[src/rtl/cpu_types_pkg.sv]
// Shared CPU pipeline types: register index, hazard FSM states, forwarding selects.
package cpu_types_pkg;

    localparam int unsigned REG_W = 5;

    typedef logic [REG_W-1:0] regbits_t;

    typedef enum logic [1:0] {
        RUN     = 2'd0,
        MEMWAIT = 2'd1,
        LDUSE   = 2'd2,
        HALT    = 2'd3
    } hz_state_t;

    typedef enum logic [1:0] {
        FWD_NONE  = 2'b00,
        FWD_MEMWB = 2'b01,
        FWD_EXMEM = 2'b10
    } fwd_t;

endpackage

[src/rtl/hazard_ctrl_if.sv]
// Pipeline-state inputs and latch-control outputs of the hazard controller.
interface hazard_ctrl_if #(
    parameter int unsigned CNT_W = 32
);
    import cpu_types_pkg::*;

    logic             ihit, dhit;
    regbits_t         ifid_rs, ifid_rt;
    regbits_t         idex_rs, idex_rt, idex_writeReg;
    logic             idex_dMemREN, idex_regWEN;
    regbits_t         exmem_writeReg;
    logic             exmem_regWEN, exmem_dMemREN, exmem_dMemWEN, exmem_Halt;
    regbits_t         memwb_writeReg;
    logic             memwb_regWEN;
    logic             branch_taken, jump;

    logic             pc_en;
    logic             ifid_writeEN, ifid_flush;
    logic             idex_writeEN, idex_flush;
    logic             exmem_writeEN, exmem_flush;
    logic             memwb_writeEN;
    fwd_t             fwdA, fwdB;
    logic             halted;
    logic [CNT_W-1:0] stall_cnt, flush_cnt;

    // Pipeline side: presents stage state, consumes latch controls.
    modport master (
        output ihit, dhit, ifid_rs, ifid_rt, idex_rs, idex_rt, idex_writeReg,
               idex_dMemREN, idex_regWEN, exmem_writeReg, exmem_regWEN,
               exmem_dMemREN, exmem_dMemWEN, exmem_Halt, memwb_writeReg,
               memwb_regWEN, branch_taken, jump,
        input  pc_en, ifid_writeEN, ifid_flush, idex_writeEN, idex_flush,
               exmem_writeEN, exmem_flush, memwb_writeEN, fwdA, fwdB, halted,
               stall_cnt, flush_cnt
    );

    // Hazard controller side.
    modport slave (
        input  ihit, dhit, ifid_rs, ifid_rt, idex_rs, idex_rt, idex_writeReg,
               idex_dMemREN, idex_regWEN, exmem_writeReg, exmem_regWEN,
               exmem_dMemREN, exmem_dMemWEN, exmem_Halt, memwb_writeReg,
               memwb_regWEN, branch_taken, jump,
        output pc_en, ifid_writeEN, ifid_flush, idex_writeEN, idex_flush,
               exmem_writeEN, exmem_flush, memwb_writeEN, fwdA, fwdB, halted,
               stall_cnt, flush_cnt
    );

endinterface

[src/rtl/fwd_unit.sv]
// EX-stage forwarding select for one source operand; $0 is never forwarded.
module fwd_unit
    import cpu_types_pkg::*;
(
    input  regbits_t i_src,
    input  regbits_t i_exmem_reg,
    input  logic     i_exmem_wen,
    input  regbits_t i_memwb_reg,
    input  logic     i_memwb_wen,
    output fwd_t     o_fwd_c
);

    // Youngest producer (EX/MEM) wins over MEM/WB.
    always_comb begin
        o_fwd_c = FWD_NONE;
        if (i_exmem_wen && (i_exmem_reg != regbits_t'(0)) && (i_exmem_reg == i_src)) begin
            o_fwd_c = FWD_EXMEM;
        end else if (i_memwb_wen && (i_memwb_reg != regbits_t'(0)) && (i_memwb_reg == i_src)) begin
            o_fwd_c = FWD_MEMWB;
        end
    end

endmodule

[src/rtl/hazard_ctrl.sv]
// Pipeline hazard controller: latch enables/flushes, PC enable, forwarding selects.
// Optional performance counters built when HAZARD_PERF_CNT_EN is defined.
module hazard_ctrl
    import cpu_types_pkg::*;
#(
    parameter int unsigned LDUSE_BUBBLES = 1,
    parameter int unsigned CNT_W         = 32
) (
    input  logic CLK,
    input  logic nRST,
    hazard_ctrl_if.slave bus
);

    hz_state_t r_state, w_next;
    logic      r_bub_pend, w_bub_next;
    logic      r_halted;

    logic w_pc_en, w_ifid_wen, w_idex_wen, w_exmem_wen, w_memwb_wen;
    logic w_ifid_flush, w_idex_flush, w_exmem_flush;
    logic w_freeze, w_flow, w_redir_cyc;
    logic w_mem_pend, w_memwait, w_redirect, w_lduse;
    fwd_t w_fwd_a, w_fwd_b;

    assign w_mem_pend = bus.exmem_dMemREN | bus.exmem_dMemWEN;
    assign w_memwait  = w_mem_pend & ~bus.dhit;
    assign w_redirect = bus.branch_taken | bus.jump;
    assign w_lduse    = bus.idex_dMemREN && (bus.idex_writeReg != regbits_t'(0)) &&
                        ((bus.idex_writeReg == bus.ifid_rs) || (bus.idex_writeReg == bus.ifid_rt));

    // State, pending-bubble flag and halt flag.
    always_ff @(posedge CLK) begin
        if (!nRST) begin
            r_state    <= RUN;
            r_bub_pend <= 1'b0;
            r_halted   <= 1'b0;
        end else begin
            r_state    <= w_next;
            r_bub_pend <= w_bub_next;
            r_halted   <= (w_next == HALT);
        end
    end

    // Next state and raw latch controls; r_bub_pend remembers an LDUSE bubble interrupted by a miss.
    always_comb begin
        w_next        = r_state;
        w_bub_next    = r_bub_pend;
        w_pc_en       = 1'b1;
        w_ifid_wen    = 1'b1;
        w_idex_wen    = 1'b1;
        w_exmem_wen   = 1'b1;
        w_memwb_wen   = 1'b1;
        w_ifid_flush  = 1'b0;
        w_idex_flush  = 1'b0;
        w_exmem_flush = 1'b0;
        w_freeze      = 1'b0;
        w_flow        = 1'b0;
        w_redir_cyc   = 1'b0;
        case (r_state)
            RUN: begin
                if (bus.exmem_Halt && !w_mem_pend) begin
                    w_freeze = 1'b1;
                    w_next   = HALT;
                end else if (w_memwait) begin
                    w_freeze = 1'b1;
                    w_next   = MEMWAIT;
                end else begin
                    w_flow = 1'b1;
                end
            end
            MEMWAIT: begin
                if (w_memwait) begin
                    w_freeze = 1'b1;
                end else if (r_bub_pend) begin
                    w_pc_en      = bus.ihit;
                    w_ifid_flush = ~bus.ihit;
                    w_bub_next   = 1'b0;
                    w_next       = LDUSE;
                end else begin
                    w_next = RUN;
                    w_flow = 1'b1;
                end
            end
            LDUSE: begin
                if (w_memwait) begin
                    w_freeze   = 1'b1;
                    w_bub_next = 1'b1;
                    w_next     = MEMWAIT;
                end else begin
                    w_pc_en      = 1'b0;
                    w_ifid_wen   = 1'b0;
                    w_idex_flush = 1'b1;
                    w_next       = RUN;
                end
            end
            HALT: begin
                w_freeze = 1'b1;
            end
            default: begin
                w_next = RUN;
            end
        endcase

        // Redirect beats load-use: the wrong-path decode instruction is discarded anyway.
        if (w_flow) begin
            if (w_redirect) begin
                w_ifid_flush = 1'b1;
                w_idex_flush = 1'b1;
                w_redir_cyc  = 1'b1;
            end else if (w_lduse) begin
                w_pc_en      = 1'b0;
                w_ifid_wen   = 1'b0;
                w_idex_flush = 1'b1;
                if (LDUSE_BUBBLES > 1) begin
                    w_next = LDUSE;
                end
            end else if (!bus.ihit) begin
                w_pc_en      = 1'b0;
                w_ifid_flush = 1'b1;
            end
        end

        if (w_freeze) begin
            w_pc_en     = 1'b0;
            w_ifid_wen  = 1'b0;
            w_idex_wen  = 1'b0;
            w_exmem_wen = 1'b0;
            w_memwb_wen = 1'b0;
        end
    end

    fwd_unit u_fwd_rs (
        .i_src       (bus.idex_rs),
        .i_exmem_reg (bus.exmem_writeReg),
        .i_exmem_wen (bus.exmem_regWEN),
        .i_memwb_reg (bus.memwb_writeReg),
        .i_memwb_wen (bus.memwb_regWEN),
        .o_fwd_c     (w_fwd_a)
    );

    fwd_unit u_fwd_rt (
        .i_src       (bus.idex_rt),
        .i_exmem_reg (bus.exmem_writeReg),
        .i_exmem_wen (bus.exmem_regWEN),
        .i_memwb_reg (bus.memwb_writeReg),
        .i_memwb_wen (bus.memwb_regWEN),
        .o_fwd_c     (w_fwd_b)
    );

    // While reset is asserted every latch is flushed and held.
    assign bus.pc_en         = nRST & w_pc_en;
    assign bus.ifid_writeEN  = nRST & w_ifid_wen;
    assign bus.idex_writeEN  = nRST & w_idex_wen;
    assign bus.exmem_writeEN = nRST & w_exmem_wen;
    assign bus.memwb_writeEN = nRST & w_memwb_wen;
    assign bus.ifid_flush    = ~nRST | w_ifid_flush;
    assign bus.idex_flush    = ~nRST | w_idex_flush;
    assign bus.exmem_flush   = ~nRST | w_exmem_flush;
    assign bus.fwdA          = nRST ? w_fwd_a : FWD_NONE;
    assign bus.fwdB          = nRST ? w_fwd_b : FWD_NONE;
    assign bus.halted        = r_halted;

`ifdef HAZARD_PERF_CNT_EN
    logic [CNT_W-1:0] r_stall_cnt, r_flush_cnt;

    // Stall and redirect event counters, wrapping at 2^CNT_W.
    always_ff @(posedge CLK) begin
        if (!nRST) begin
            r_stall_cnt <= CNT_W'(0);
            r_flush_cnt <= CNT_W'(0);
        end else begin
            if (!w_pc_en && (r_state != HALT)) begin
                r_stall_cnt <= r_stall_cnt + CNT_W'(1);
            end
            if (w_redir_cyc) begin
                r_flush_cnt <= r_flush_cnt + CNT_W'(1);
            end
        end
    end

    assign bus.stall_cnt = r_stall_cnt;
    assign bus.flush_cnt = r_flush_cnt;
`else
    logic w_unused_cnt;
    assign w_unused_cnt  = w_redir_cyc;
    assign bus.stall_cnt = CNT_W'(0);
    assign bus.flush_cnt = CNT_W'(0);
`endif

    logic w_unused_in;
    assign w_unused_in = bus.idex_regWEN;

endmodule

[src/flat_wrapper.sv]
// flat-port wrapper written by rule: the top's interface ports become plain ports
module hazard_ctrl_flat import cpu_types_pkg::*;
#(
    parameter int unsigned LDUSE_BUBBLES = 1,
    parameter int unsigned CNT_W         = 32
)
  (CLK, nRST, bus_ihit, bus_dhit, bus_ifid_rs, bus_ifid_rt, bus_idex_rs, bus_idex_rt, bus_idex_writeReg, bus_idex_dMemREN, bus_idex_regWEN, bus_exmem_writeReg, bus_exmem_regWEN, bus_exmem_dMemREN, bus_exmem_dMemWEN, bus_exmem_Halt, bus_memwb_writeReg, bus_memwb_regWEN, bus_branch_taken, bus_jump, bus_pc_en, bus_ifid_writeEN, bus_ifid_flush, bus_idex_writeEN, bus_idex_flush, bus_exmem_writeEN, bus_exmem_flush, bus_memwb_writeEN, bus_fwdA, bus_fwdB, bus_halted, bus_stall_cnt, bus_flush_cnt);
  hazard_ctrl_if #(.CNT_W(CNT_W)) bus_i ();
  input  logic CLK;
  input  logic nRST;
  input wire logic [$bits(bus_i.ihit)-1:0] bus_ihit;
  input wire logic [$bits(bus_i.dhit)-1:0] bus_dhit;
  input wire logic [$bits(bus_i.ifid_rs)-1:0] bus_ifid_rs;
  input wire logic [$bits(bus_i.ifid_rt)-1:0] bus_ifid_rt;
  input wire logic [$bits(bus_i.idex_rs)-1:0] bus_idex_rs;
  input wire logic [$bits(bus_i.idex_rt)-1:0] bus_idex_rt;
  input wire logic [$bits(bus_i.idex_writeReg)-1:0] bus_idex_writeReg;
  input wire logic [$bits(bus_i.idex_dMemREN)-1:0] bus_idex_dMemREN;
  input wire logic [$bits(bus_i.idex_regWEN)-1:0] bus_idex_regWEN;
  input wire logic [$bits(bus_i.exmem_writeReg)-1:0] bus_exmem_writeReg;
  input wire logic [$bits(bus_i.exmem_regWEN)-1:0] bus_exmem_regWEN;
  input wire logic [$bits(bus_i.exmem_dMemREN)-1:0] bus_exmem_dMemREN;
  input wire logic [$bits(bus_i.exmem_dMemWEN)-1:0] bus_exmem_dMemWEN;
  input wire logic [$bits(bus_i.exmem_Halt)-1:0] bus_exmem_Halt;
  input wire logic [$bits(bus_i.memwb_writeReg)-1:0] bus_memwb_writeReg;
  input wire logic [$bits(bus_i.memwb_regWEN)-1:0] bus_memwb_regWEN;
  input wire logic [$bits(bus_i.branch_taken)-1:0] bus_branch_taken;
  input wire logic [$bits(bus_i.jump)-1:0] bus_jump;
  output wire logic [$bits(bus_i.pc_en)-1:0] bus_pc_en;
  output wire logic [$bits(bus_i.ifid_writeEN)-1:0] bus_ifid_writeEN;
  output wire logic [$bits(bus_i.ifid_flush)-1:0] bus_ifid_flush;
  output wire logic [$bits(bus_i.idex_writeEN)-1:0] bus_idex_writeEN;
  output wire logic [$bits(bus_i.idex_flush)-1:0] bus_idex_flush;
  output wire logic [$bits(bus_i.exmem_writeEN)-1:0] bus_exmem_writeEN;
  output wire logic [$bits(bus_i.exmem_flush)-1:0] bus_exmem_flush;
  output wire logic [$bits(bus_i.memwb_writeEN)-1:0] bus_memwb_writeEN;
  output wire logic [$bits(bus_i.fwdA)-1:0] bus_fwdA;
  output wire logic [$bits(bus_i.fwdB)-1:0] bus_fwdB;
  output wire logic [$bits(bus_i.halted)-1:0] bus_halted;
  output wire logic [$bits(bus_i.stall_cnt)-1:0] bus_stall_cnt;
  output wire logic [$bits(bus_i.flush_cnt)-1:0] bus_flush_cnt;
  assign bus_i.ihit = bus_ihit;
  assign bus_i.dhit = bus_dhit;
  assign bus_i.ifid_rs = bus_ifid_rs;
  assign bus_i.ifid_rt = bus_ifid_rt;
  assign bus_i.idex_rs = bus_idex_rs;
  assign bus_i.idex_rt = bus_idex_rt;
  assign bus_i.idex_writeReg = bus_idex_writeReg;
  assign bus_i.idex_dMemREN = bus_idex_dMemREN;
  assign bus_i.idex_regWEN = bus_idex_regWEN;
  assign bus_i.exmem_writeReg = bus_exmem_writeReg;
  assign bus_i.exmem_regWEN = bus_exmem_regWEN;
  assign bus_i.exmem_dMemREN = bus_exmem_dMemREN;
  assign bus_i.exmem_dMemWEN = bus_exmem_dMemWEN;
  assign bus_i.exmem_Halt = bus_exmem_Halt;
  assign bus_i.memwb_writeReg = bus_memwb_writeReg;
  assign bus_i.memwb_regWEN = bus_memwb_regWEN;
  assign bus_i.branch_taken = bus_branch_taken;
  assign bus_i.jump = bus_jump;
  assign bus_pc_en = bus_i.pc_en;
  assign bus_ifid_writeEN = bus_i.ifid_writeEN;
  assign bus_ifid_flush = bus_i.ifid_flush;
  assign bus_idex_writeEN = bus_i.idex_writeEN;
  assign bus_idex_flush = bus_i.idex_flush;
  assign bus_exmem_writeEN = bus_i.exmem_writeEN;
  assign bus_exmem_flush = bus_i.exmem_flush;
  assign bus_memwb_writeEN = bus_i.memwb_writeEN;
  assign bus_fwdA = bus_i.fwdA;
  assign bus_fwdB = bus_i.fwdB;
  assign bus_halted = bus_i.halted;
  assign bus_stall_cnt = bus_i.stall_cnt;
  assign bus_flush_cnt = bus_i.flush_cnt;
  hazard_ctrl #(.LDUSE_BUBBLES(LDUSE_BUBBLES), .CNT_W(CNT_W)) u_core (.CLK(CLK), .nRST(nRST), .bus(bus_i));
endmodule
[config.mk]
export PLATFORM = sky130hd
export DESIGN_NAME = hazard_ctrl_flat
export DESIGN_NICKNAME = d
export VERILOG_FILES = /design/src/rtl/cpu_types_pkg.sv /design/src/rtl/hazard_ctrl_if.sv /design/src/rtl/fwd_unit.sv /design/src/rtl/hazard_ctrl.sv /design/src/flat_wrapper.sv
export SDC_FILE = /design/constraint.sdc
export NUM_CORES = 1
export LEC_CHECK = 0
export BUFFER_PORTS_ARGS = -buffer_cell sky130_fd_sc_hd__buf_2
export CAP_MARGIN = 20
export CORE_AREA = 3 3 50 97
export DETAILED_ROUTE_END_ITERATION = 8
export DIE_AREA = 0 0 53 100
export PLACE_DENSITY = 0.81
export SYNTH_ARGS = -nofsm -noshare
export SYNTH_HDL_FRONTEND = slang
export SYNTH_HIERARCHICAL = 1
export SYNTH_SLANG_ARGS = --single-unit
[constraint.sdc]
create_clock -name CLK -period 1.6 [get_ports CLK]
set_input_delay 0.08 -clock CLK [delete_from_list [all_inputs] [get_ports CLK]]
set_output_delay 0.08 -clock CLK [all_outputs]
set_load 0.005 [all_outputs]
Word-level counts from Yosys, hierarchy flattened
Index checks and enable logic that the tools add are counted.

Eq/ne operators: 12. Mux-type cells: 48. Bitwise operators: 11. Reductions and logical operators: 18.

Operators with widths (count): 1-bit 2-to-1 mux (35); 5-bit == test (6); 2-bit 2-to-1 mux (8); 5-bit nonzero test (3); 1-bit logical AND (9); 2-bit == test (second input constant) (3); 1-bit one-hot mux with 2 select lines (3); 2-bit one-hot mux with 3 select lines (1); 1-bit bitwise AND (4); 1-bit OR (4); 1-bit inverter (3); 1-bit one-hot mux with 3 select lines (1); 3-bit AND reduction (1); 2-bit by 1-bit == test with 1-bit output (second input constant) (1); 2-bit zero test (1); 2-bit by 1-bit inequality test with 1-bit output (second input constant) (1); 2-bit inequality test (second input constant) (1); 2-bit nonzero test (1); 2-bit OR reduction (1); 1-bit zero test (1); 1-bit logical OR (1).

Register bits after elaboration: 4. Bits of input ports: 48. Output and inout port bits: 77. Logic and storage cells: 92.

Longest topological paths before layout
Gate-level depths: netlist of run 1.

Word-level depth: 10. Depth in mapped cells: 7. Depth with buffers taken out: 7.

Cells and area by module
Netlist of run 1, hierarchy kept.

By module, submodules not included: hazard_ctrl (times used 1, cells an instance 148, area an instance 1126.1 um2, sequential area each 80.1 um2); fwd_unit (times used 2, cells an instance 20, area an instance 151.4 um2, sequential area each 0.0 um2).

Worst setup path after synthesis of run 1
No wires, ideal clock.

Path type: reg2out. From: reg u_core.r_state[0]. To: out bus_ifid_flush. Arrival: 1548 ps. Required time: 1520 ps. Setup slack: -28 ps. Stages on the path, launching flop included: 8. Path buffers: 0. Path through: dfxtp_1 inv_1 ha_1 nor4b_2 nor2_1 a2111o_1 o22ai_1 a41oi_1.

Word-level cells in the longest chain between the ends: 7. Elaborated cells between the ends (all ways): 9. Classes of those cells: eq/ne (1); mux (6); bitwise (1); reduce/logical (1).

RTL lines: start: declaration (RTL line hazard_ctrl.sv:14) `hz_state_t r_state, w_next;`; start signal: assignment (RTL line hazard_ctrl.sv:37) `r_state <= w_next;`; 2-bit by 1-bit == test with 1-bit output (RTL line hazard_ctrl.sv:58) `case (r_state)`; 1-bit 2-to-1 mux (RTL line hazard_ctrl.sv:58); 1-bit 2-to-1 mux (RTL line hazard_ctrl.sv:116) `end else if (!bus.ihit) begin`; 1-bit 2-to-1 mux (RTL line hazard_ctrl.sv:109) `end else if (w_lduse) begin`; 1-bit 2-to-1 mux (RTL line hazard_ctrl.sv:105) `if (w_redirect) begin`; 1-bit 2-to-1 mux * (RTL line hazard_ctrl.sv:104) `if (w_flow) begin`; 1-bit OR * (RTL line hazard_ctrl.sv:155) `assign bus.ifid_flush = ~nRST | w_ifid_flush;`; end: declaration (RTL line flat_wrapper.sv:31) `output wire logic [$bits(bus_i.ifid_flush)-1:0] bus_ifid_flush;`.

Mark *: on every way between the ends. The rest lies on a longest branch, timed or not.

Worst setup path after layout of run 1
From: reg u_core.r_state[0]. To: out bus_pc_en.

Word-level cells in the longest chain between the ends: 8. Elaborated cells between the ends (all ways): 14. Classes of those cells: eq/ne (3); mux (8); bitwise (1); reduce/logical (2).

RTL lines: 2-bit == test or 2-bit by 1-bit == test with 1-bit output (tied branches) (RTL line hazard_ctrl.sv:58); 1-bit one-hot mux with 2 select lines (RTL line hazard_ctrl.sv:58); 1-bit 2-to-1 mux (RTL line hazard_ctrl.sv:116); 1-bit 2-to-1 mux (RTL line hazard_ctrl.sv:109); 1-bit 2-to-1 mux (RTL line hazard_ctrl.sv:105); 1-bit 2-to-1 mux (RTL line hazard_ctrl.sv:104); 1-bit 2-to-1 mux * (RTL line hazard_ctrl.sv:122) `if (w_freeze) begin`; 1-bit bitwise AND * (RTL line hazard_ctrl.sv:150) `assign bus.pc_en = nRST & w_pc_en;`; end: declaration (RTL line flat_wrapper.sv:29) `output wire logic [$bits(bus_i.pc_en)-1:0] bus_pc_en;`.

Marked as above.

==> results of run 1 <==
## routing by layer
| layer | track usage | routed length (um) | vias up |
|---|---|---|---|
| li1 | - | - | 685 |
| met1 | 0.1037 | 1079 | 656 |
| met2 | 0.3027 | 2350 | 114 |
| met3 | 0.005944 | 438 | 8 |
| met4 | 0.06496 | 82 | 0 |
| met5 | 0 | 0 | - |
## worst reg2reg max path, stage by stage, from the launching register on
cell and delay [ns]:
sky130_fd_sc_hd__dfxtp_2 0.33, sky130_fd_sc_hd__inv_2 0.05, sky130_fd_sc_hd__buf_4 0.13, sky130_fd_sc_hd__buf_6 0.12, sky130_fd_sc_hd__ha_4 0.16, sky130_fd_sc_hd__buf_4 0.13, sky130_fd_sc_hd__or2_2 0.30, sky130_fd_sc_hd__a21oi_2 0.15
sky130_fd_sc_hd__o22ai_2 0.11, sky130_fd_sc_hd__and2_4 0.17, sky130_fd_sc_hd__nor2b_1 0.12
## final timing paths
path / from / end / slack [ns] / cells after the start
worst min-delay path: nRST / u_core/r_state[0] / 0.24 / 2
worst max register to register: u_core/r_state[0] / u_core/bus.halted / -0.28 / 10
worst min register to register: u_core/r_bub_pend / u_core/r_bub_pend / 0.67 / 3
worst max-delay path: u_core/r_state[0] / bus_pc_en / -0.29 / 9
## registers in the layout, indices dropped and copies added (netlist names)
name,cells
u_core/bus.halted,1
u_core/r_bub_pend,1
u_core/r_state,2
## stage by stage
| step | hold WS (ns) | util | TNS [ns] | cell area [um2] |
|---|---|---|---|---|
| 2_1_floorplan | 0.3642 | - | 0 | 1674 |
| 3_3_place_gp | 0.4735 | 0.3975 | -0.6824 | 1658 |
| 3_5_place_dp | 0.4776 | 0.3975 | -1.010 | 1658 |
| 4_1_cts | 0.2482 | 0.4269 | -1.252 | 1780 |
| 5_1_grt | 0.2411 | 0.4416 | -2.713 | 1842 |
| 6_report | 0.2376 | 0.4416 | -1.969 | 1842 |
## power groups by stage
stage          Clock, mW  Combinational (mW)  Sequential (mW)
5_1_grt            0.237               0.562            0.111
3_3_place_gp           0               0.429            0.110
2_1_floorplan          0               0.355            0.111
3_5_place_dp           0               0.436            0.110
4_1_cts            0.217               0.475            0.111
6_report           0.219               0.515            0.111
## repair_timing
action / in CTS / in global routing
buffers inserted: 4 / 4
gates resized for setup: 13 / 6
pin swaps: 3 / 3
endpoints found under the setup margin: 9 / 9
## synthesized netlist by cell type, types with 3 or more instances
cell type,instances,area [um2]
sky130_fd_sc_hd__nor2_1,6,22.52
sky130_fd_sc_hd__nand3_1,7,35.03
sky130_fd_sc_hd__nand2_1,11,41.29
sky130_fd_sc_hd__o22ai_1,3,18.77
sky130_fd_sc_hd__nor3_1,4,20.02
sky130_fd_sc_hd__a211oi_1,3,22.52
sky130_fd_sc_hd__xnor2_1,20,175.2
sky130_fd_sc_hd__a21oi_1,6,30.03
sky130_fd_sc_hd__ha_1,4,50.05
sky130_fd_sc_hd__inv_1,5,18.77
sky130_fd_sc_hd__xor2_1,6,52.55
sky130_fd_sc_hd__buf_4,66,495.5
sky130_fd_sc_hd__and2_1,6,37.54
sky130_fd_sc_hd__dfxtp_1,4,80.08
## layout make-up
class                           instances  area [um2]
Multi-Input combinational cell        174        1147
Timing Repair Buffer                   84       486.7
Fill cell                             426        2328
Sequential cell                         4       82.58
Tap cell                               52       65.06
Inverter                                5       18.77
Clock buffer                            3       41.29
## kinds of logic (layout without fill, tap and decap cells)
logic type | count (synthesis) | in the layout | synth area share
AO/OA/AOI/OAI | 34 | 34 | 0.2032
XOR/XNOR | 26 | 26 | 0.1594
adder cells (fa/ha/maj) | 4 | 4 | 0.03503
buffers and inverters | 73 | 92 | 0.3660
flip-flops | 4 | 4 | 0.05604
other | 1 | 64 | 0.002624
AND/OR/NAND/NOR | 46 | 46 | 0.1778
==> out/results.txt, run 1 <==
The flow ran to the end, but the final reports show violations. The checks that failed: negative setup slack. At the pin with the least slew margin, the transition time is 0.5796 ns. Of all nets on the critical path, the largest fanout is 3. The number of global-route vias before repair was 1268. Fraction of final layout cells with drive strength greater than 1: 0.4185.

The area added between synthesis and finish was 28.90%. The worst min-delay path category is in -> reg. For the hold violation total from the final report, the log shows 0.

The tools report the element type at the critical path start as a flip-flop. The run gives 0.610 as the share of total power in combinational logic. The synthesized netlist occupies a cell area of 1429 um2.

The worst-case headroom to the max-slew limit was 0.6083. Counting flops with a built-in enable in the synthesized netlist gives 0. The count of nets left with antenna violations once routing finished came out at 0.

The full die area came out at 5300 um2. For this run, the post-layout net count is 324. VDD sags by at most 0.3962 mV.

At the placement stage, the worst setup path has a slack of -0.2086 ns. The remaining global-route overflow was 0; the final-report max-slew violation count was 0. The number of clock buffers added by TritonCTS is 3. In this run, distinct cell masters in the synthesized netlist total 44. In this run the horizontal extent of the chip is 53 um. The site row count is 33. The slowest stage cell on the critical path was sky130_fd_sc_hd__a221o_1. For the switching power total, the log shows 0.3226 mW. The cell family with the largest share of critical-path delay was compound AO/OA/AOI/OAI gates. The tools report the number of placed instances with taps included as 311. The post-layout minimum cycle time is 1.888 ns, and the initial core utilization is 0.3426.

Power spread over the standard cell area amounts to 458.9 nW/um2. The run gives 5.416 mm as the global-route wire length before repair. The synthesized netlist cell count is 188, and the number of register bits inferred by synthesis is 4. Dividing the detail-routed wire length by the instance count gives 12.27 um.

The sequential fraction of design power was 0.131; the fraction of synthesis flops using an asynchronous set or reset pin was 0. Leaving out fill and tap cells, the most frequent cell in the layout is sky130_fd_sc_hd__conb_1. The die outline height was 100 um. Setup repair after global routing could not meet its margin everywhere. The first routing iteration left 28 violations. The max-capacitance violation count came out at 0. Leaving out fill and tap cells, the most frequent cells in the layout are sky130_fd_sc_hd__conb_1, sky130_fd_sc_hd__buf_2, sky130_fd_sc_hd__buf_4. STA puts the critical path data arrival time at 1.81 ns. The clock arrives with 0.007155 ns of skew. The critical path buffer and inverter count is 4. The final instance count without filler cells was 322. The congestion estimate from routability-driven global placement came to 0.7979. CTS placed an instance of sky130_fd_sc_hd__clkbuf_8 at the clock tree root. The switching part of the total works out to 0.3817.

By startpoint and endpoint, the worst setup path is classified as reg -> out. After detailed routing, the total wire length is 3.950 mm. The tools report the count of final setup violators as 9. First-pass iteration count of the detailed router: 4. For this run, design rule violations remaining after detail routing come to 0. The power share of the clock group was 0.259; the clock transition at the registers of the reported paths was 0.04 ns. Initial antenna violation count: 0. Pin placement for this block handled 125 I/O pins.

The logs give 0 for the hold-fix buffer count after cts and -0.2877 ns for the worst setup slack after layout. TritonCTS built the clock tree. The count of buffers inserted at the top-level ports was 59; the total of warnings raised by yosys was 6. The delay contributed by the slowest stage of the critical path was 0.34 ns. The register area share after synthesis came out at 0.05604.

The design draws 0.8452 mW. Using the TritonRoute via totals, the vias-per-cell ratio works out to 4.543. The half-perimeter wire length after detailed placement was 3.295 mm.

The tools report the later-pin clock latency in the skew report as 0.22 ns. The tools report the internal power component as 0.5226 mW. The number of buffers between clock root and the deepest sink came out at 2. The maximum number of pins on one net before global-route repair is 12, and the level count of the clock H-tree is 1. The cell type with the highest occurrence count on the critical path was sky130_fd_sc_hd__a21oi_1. The final critical-path share of the clock period came out at 1.180.

The tools report the required time of the critical path as 1.52 ns. STA classifies the critical path endpoint as a primary output. The analysis attributes to cell leakage a power of 0.9181 nW. The peak clock frequency supported by timing is 529.7 MHz, and the floorplan core area is 4170 um2. The repair_antennas step left the layout with diodes totalling 0. The number of vias after detailed routing came out at 1463.

In the synthesized netlist the dominant register cell turns out to be sky130_fd_sc_hd__dfxtp_1. The logs give 0.1368 for the overall global routing resource usage and 4 for the total number of clock tree sinks. The signal on the critical path passes through inv_2 > buf_4 > buf_6 > ha_4 > a21oi_1 > a31o_1 > a221o_1 > a21oi_1 > buf_2. The synthesized area divided by synthesized cell count is 7.600 um2.
Power figures use the tool's default switching activity.
==> run 2: changes to the inputs <==
Settings changed: CORE_AREA 3 3 50 97 to 3 3 57 85, DIE_AREA 0 0 53 100 to 0 0 60 88.
==> out/results.txt, run 2 (same netlist as run 1, synthesis figures left out) <==
Worst hold path depth: 2. The min-delay analysis places its worst path in the category in -> reg. The half-perimeter wire length after detailed placement was 3.019 mm; the initial core utilization was 0.3395. The count of nets after finishing was 320; the delay contributed by the slowest stage of the critical path was 0.31 ns. Across the run, the number of max-cap violations was 0. The detailed-route wire length per cell was 11.57 um; the number of global-route vias before repair was 1196. The logs give 5280 um2 for the full die area and 0.4319 for the utilization of the core after routing. The reg-to-reg endpoint was u_core/bus.halted. Leaving out fill and tap cells, the most frequent cell in the layout is sky130_fd_sc_hd__conb_1. The element type at the critical path start was a flip-flop. The checks that failed: negative setup slack. For the worst setup slack after layout, the log shows -0.2793 ns. The worst register-to-register path has a depth of 10. The final-report max-slew violation count is 0, and the fraction of final layout cells with drive strength greater than 1 is 0.4023. After global routing the overflow that remains totals 0. The slowest stage cell on the critical path was sky130_fd_sc_hd__dfxtp_2. For the clock tree skew after final layout, the log shows 0.004044 ns.

The flip-flop count of the largest register after layout works out to 2. The routed design could run at a clock period as short as 1.879 ns. Clock-pin slew was measured on the worst setup and hold paths at 0.03 ns. Setup repair after global routing could not meet its margin everywhere.

The total power per unit cell area was 461.6 nW/um2. The floorplan has 29 rows. The die boundary width was 60 um; the worst hold-check slack was 0.2617 ns. Measured along the y axis, the die boundary spans 88 um. Final instance count without filler cells: 312. The critical path runs through a total of 9 cells.

The overall global routing resource usage is 0.1233. In the routed design, unresolved DRC markers number 0. Timing would allow up to 532.1 MHz.

Number of vias after detailed routing: 1386. The run gives 9 as the count of final setup violators. Entering global routing, the biggest net connects 12 pins. The run gives 1 as the level count of the clock H-tree. In this run the worst setup path terminates at bus_ifid_flush. The run finished, with violations left. Traced cell by cell, the critical path runs through inv_2 > ha_4 > nor4b_4 > buf_4 > a311oi_1 > a31oi_1 > o22ai_1 > a41oi_1 > buf_2.

The worst setup path is captured at a primary output. Counting tap cells, the placed design contains a total of 306 instances. The logs give 1818 um2 for the cell area after layout and 0.7805 for the final weighted congestion of routability-driven global placement. The logs give 6 for the first-pass iteration count of the detailed router and -0.14 ns for the setup slack on the worst flop-to-flop path. The tools report the total routed wirelength as 3.611 mm.

Later-pin clock latency in the skew report: 0.22 ns. The required time of the critical path was 1.52 ns; the per-cell via count in the routed design was 4.442. The count of buffers inserted at the top-level ports came out at 59. The critical path buffer and inverter count is 3, and the total I/O pin count is 125. The logs give 0 for the hold violation total from the final report and 45 for the violation count after the first detailed-route iteration. STA puts the critical path data arrival time at 1.80 ns. The worst IR drop on VDD is 0.3976 mV. The register bank with the most flops is u_core/r_state. The tools report the number of buffers between clock root and the deepest sink as 2. The static leakage was 0.8955 nW; the total number of clock tree sinks was 4. The launch instance of the worst register-to-register path is u_core/r_state[0].

The cell family with the largest share of critical-path delay was compound AO/OA/AOI/OAI gates. TritonCTS built the clock tree. In this run, CTS created clock tree buffers numbering 3. The highest net fanout along the worst path was 3; the area added between synthesis and finish was 27.23%. The detail route stage leaves a number of antenna-violating nets equal to 0.

In this run the cell area measured after placement is 1658 um2. The initial antenna violation count came out at 0. The launch point of the worst path was u_core/r_state[0].

The library cells used most frequently in the layout, excluding fill and tap cells, are sky130_fd_sc_hd__conb_1, sky130_fd_sc_hd__buf_2, sky130_fd_sc_hd__xnor2_1, sky130_fd_sc_hd__buf_4, sky130_fd_sc_hd__nand2_1. The worst setup path is of the reg -> out kind. The count of inserted antenna diode cells is 0, and the global-route wire length before repair is 4.933 mm. The root buffer cell chosen for the clock tree is sky130_fd_sc_hd__clkbuf_8.

The floorplan core area came out at 4209 um2. The final critical-path share of the clock period came out at 1.175.
-- run 2: changes by cell type in the layout (fill, tap and decap cells not counted), moves of 2 or more --
| cell | delta |
|---|---|
| sky130_fd_sc_hd__buf_6 | +3 |
| sky130_fd_sc_hd__o22ai_1 | +2 |
| sky130_fd_sc_hd__buf_2 | -3 |
| sky130_fd_sc_hd__buf_4 | -4 |
| sky130_fd_sc_hd__o22ai_2 | -2 |
-- run 2: worst register-to-register path: cells and delay by family, from the launching register on --
family	cells	cell delay (ns)
fa+ha+maj	1	0.16
buf+inv	4	0.43
compound gates	2	0.19
simple gates	3	0.53
flops	1	0.32
-- run 2: where the power goes --
part	internal (mW)	switching, mW	total, mW
registers	0.107	0.00351	0.110
logic	0.257	0.256	0.513
clock network	0.161	0.0556	0.216
total	0.524	0.315	0.839
-- run 2: routing by layer --
layer	track usage	part of all wire
met3	0.01770	0.12
met1	0.1006	0.30
met2	0.2579	0.56
met4	0.06855	0.0094
met5	0	0
-- run 2: final cells by class --
cell class                      count  area, um2
Clock buffer                        3      41.29
Fill cell                         423       2391
Inverter                            5      21.27
Multi-Input combinational cell    174       1140
Sequential cell                     4      82.58
Tap cell                           46      57.56
Timing Repair Buffer               80      475.5
-- run 2: worst min path at each step --
stage                              endpoint              start
after floorplan                  bus_halted  u_core/bus.halted
after detailed placement         bus_halted  u_core/bus.halted
after global routing      u_core/r_state[0]               nRST
after CTS                 u_core/r_state[0]               nRST
final                     u_core/r_state[0]               nRST
after global placement    u_core/r_state[0]               nRST
-- run 2: what timing repair did --
item                       CTS  global route
hold buffers                 0             0
setup endpoints to repair    9             9
pin swaps                    5             3
resized for setup           16             7
buffers inserted             2             1
-- run 2: through the flow --
stage	setup slack [ns]	power [mW]	setup TNS, ns
2_1_floorplan	0.005107	0.4659	0
3_3_place_gp	-0.1282	0.5418	-0.3205
6_report	-0.2793	0.8392	-1.143
4_1_cts	-0.2582	0.8167	-0.9897
3_5_place_dp	-0.1831	0.5491	-0.4814
5_1_grt	-0.3685	0.9064	-1.924
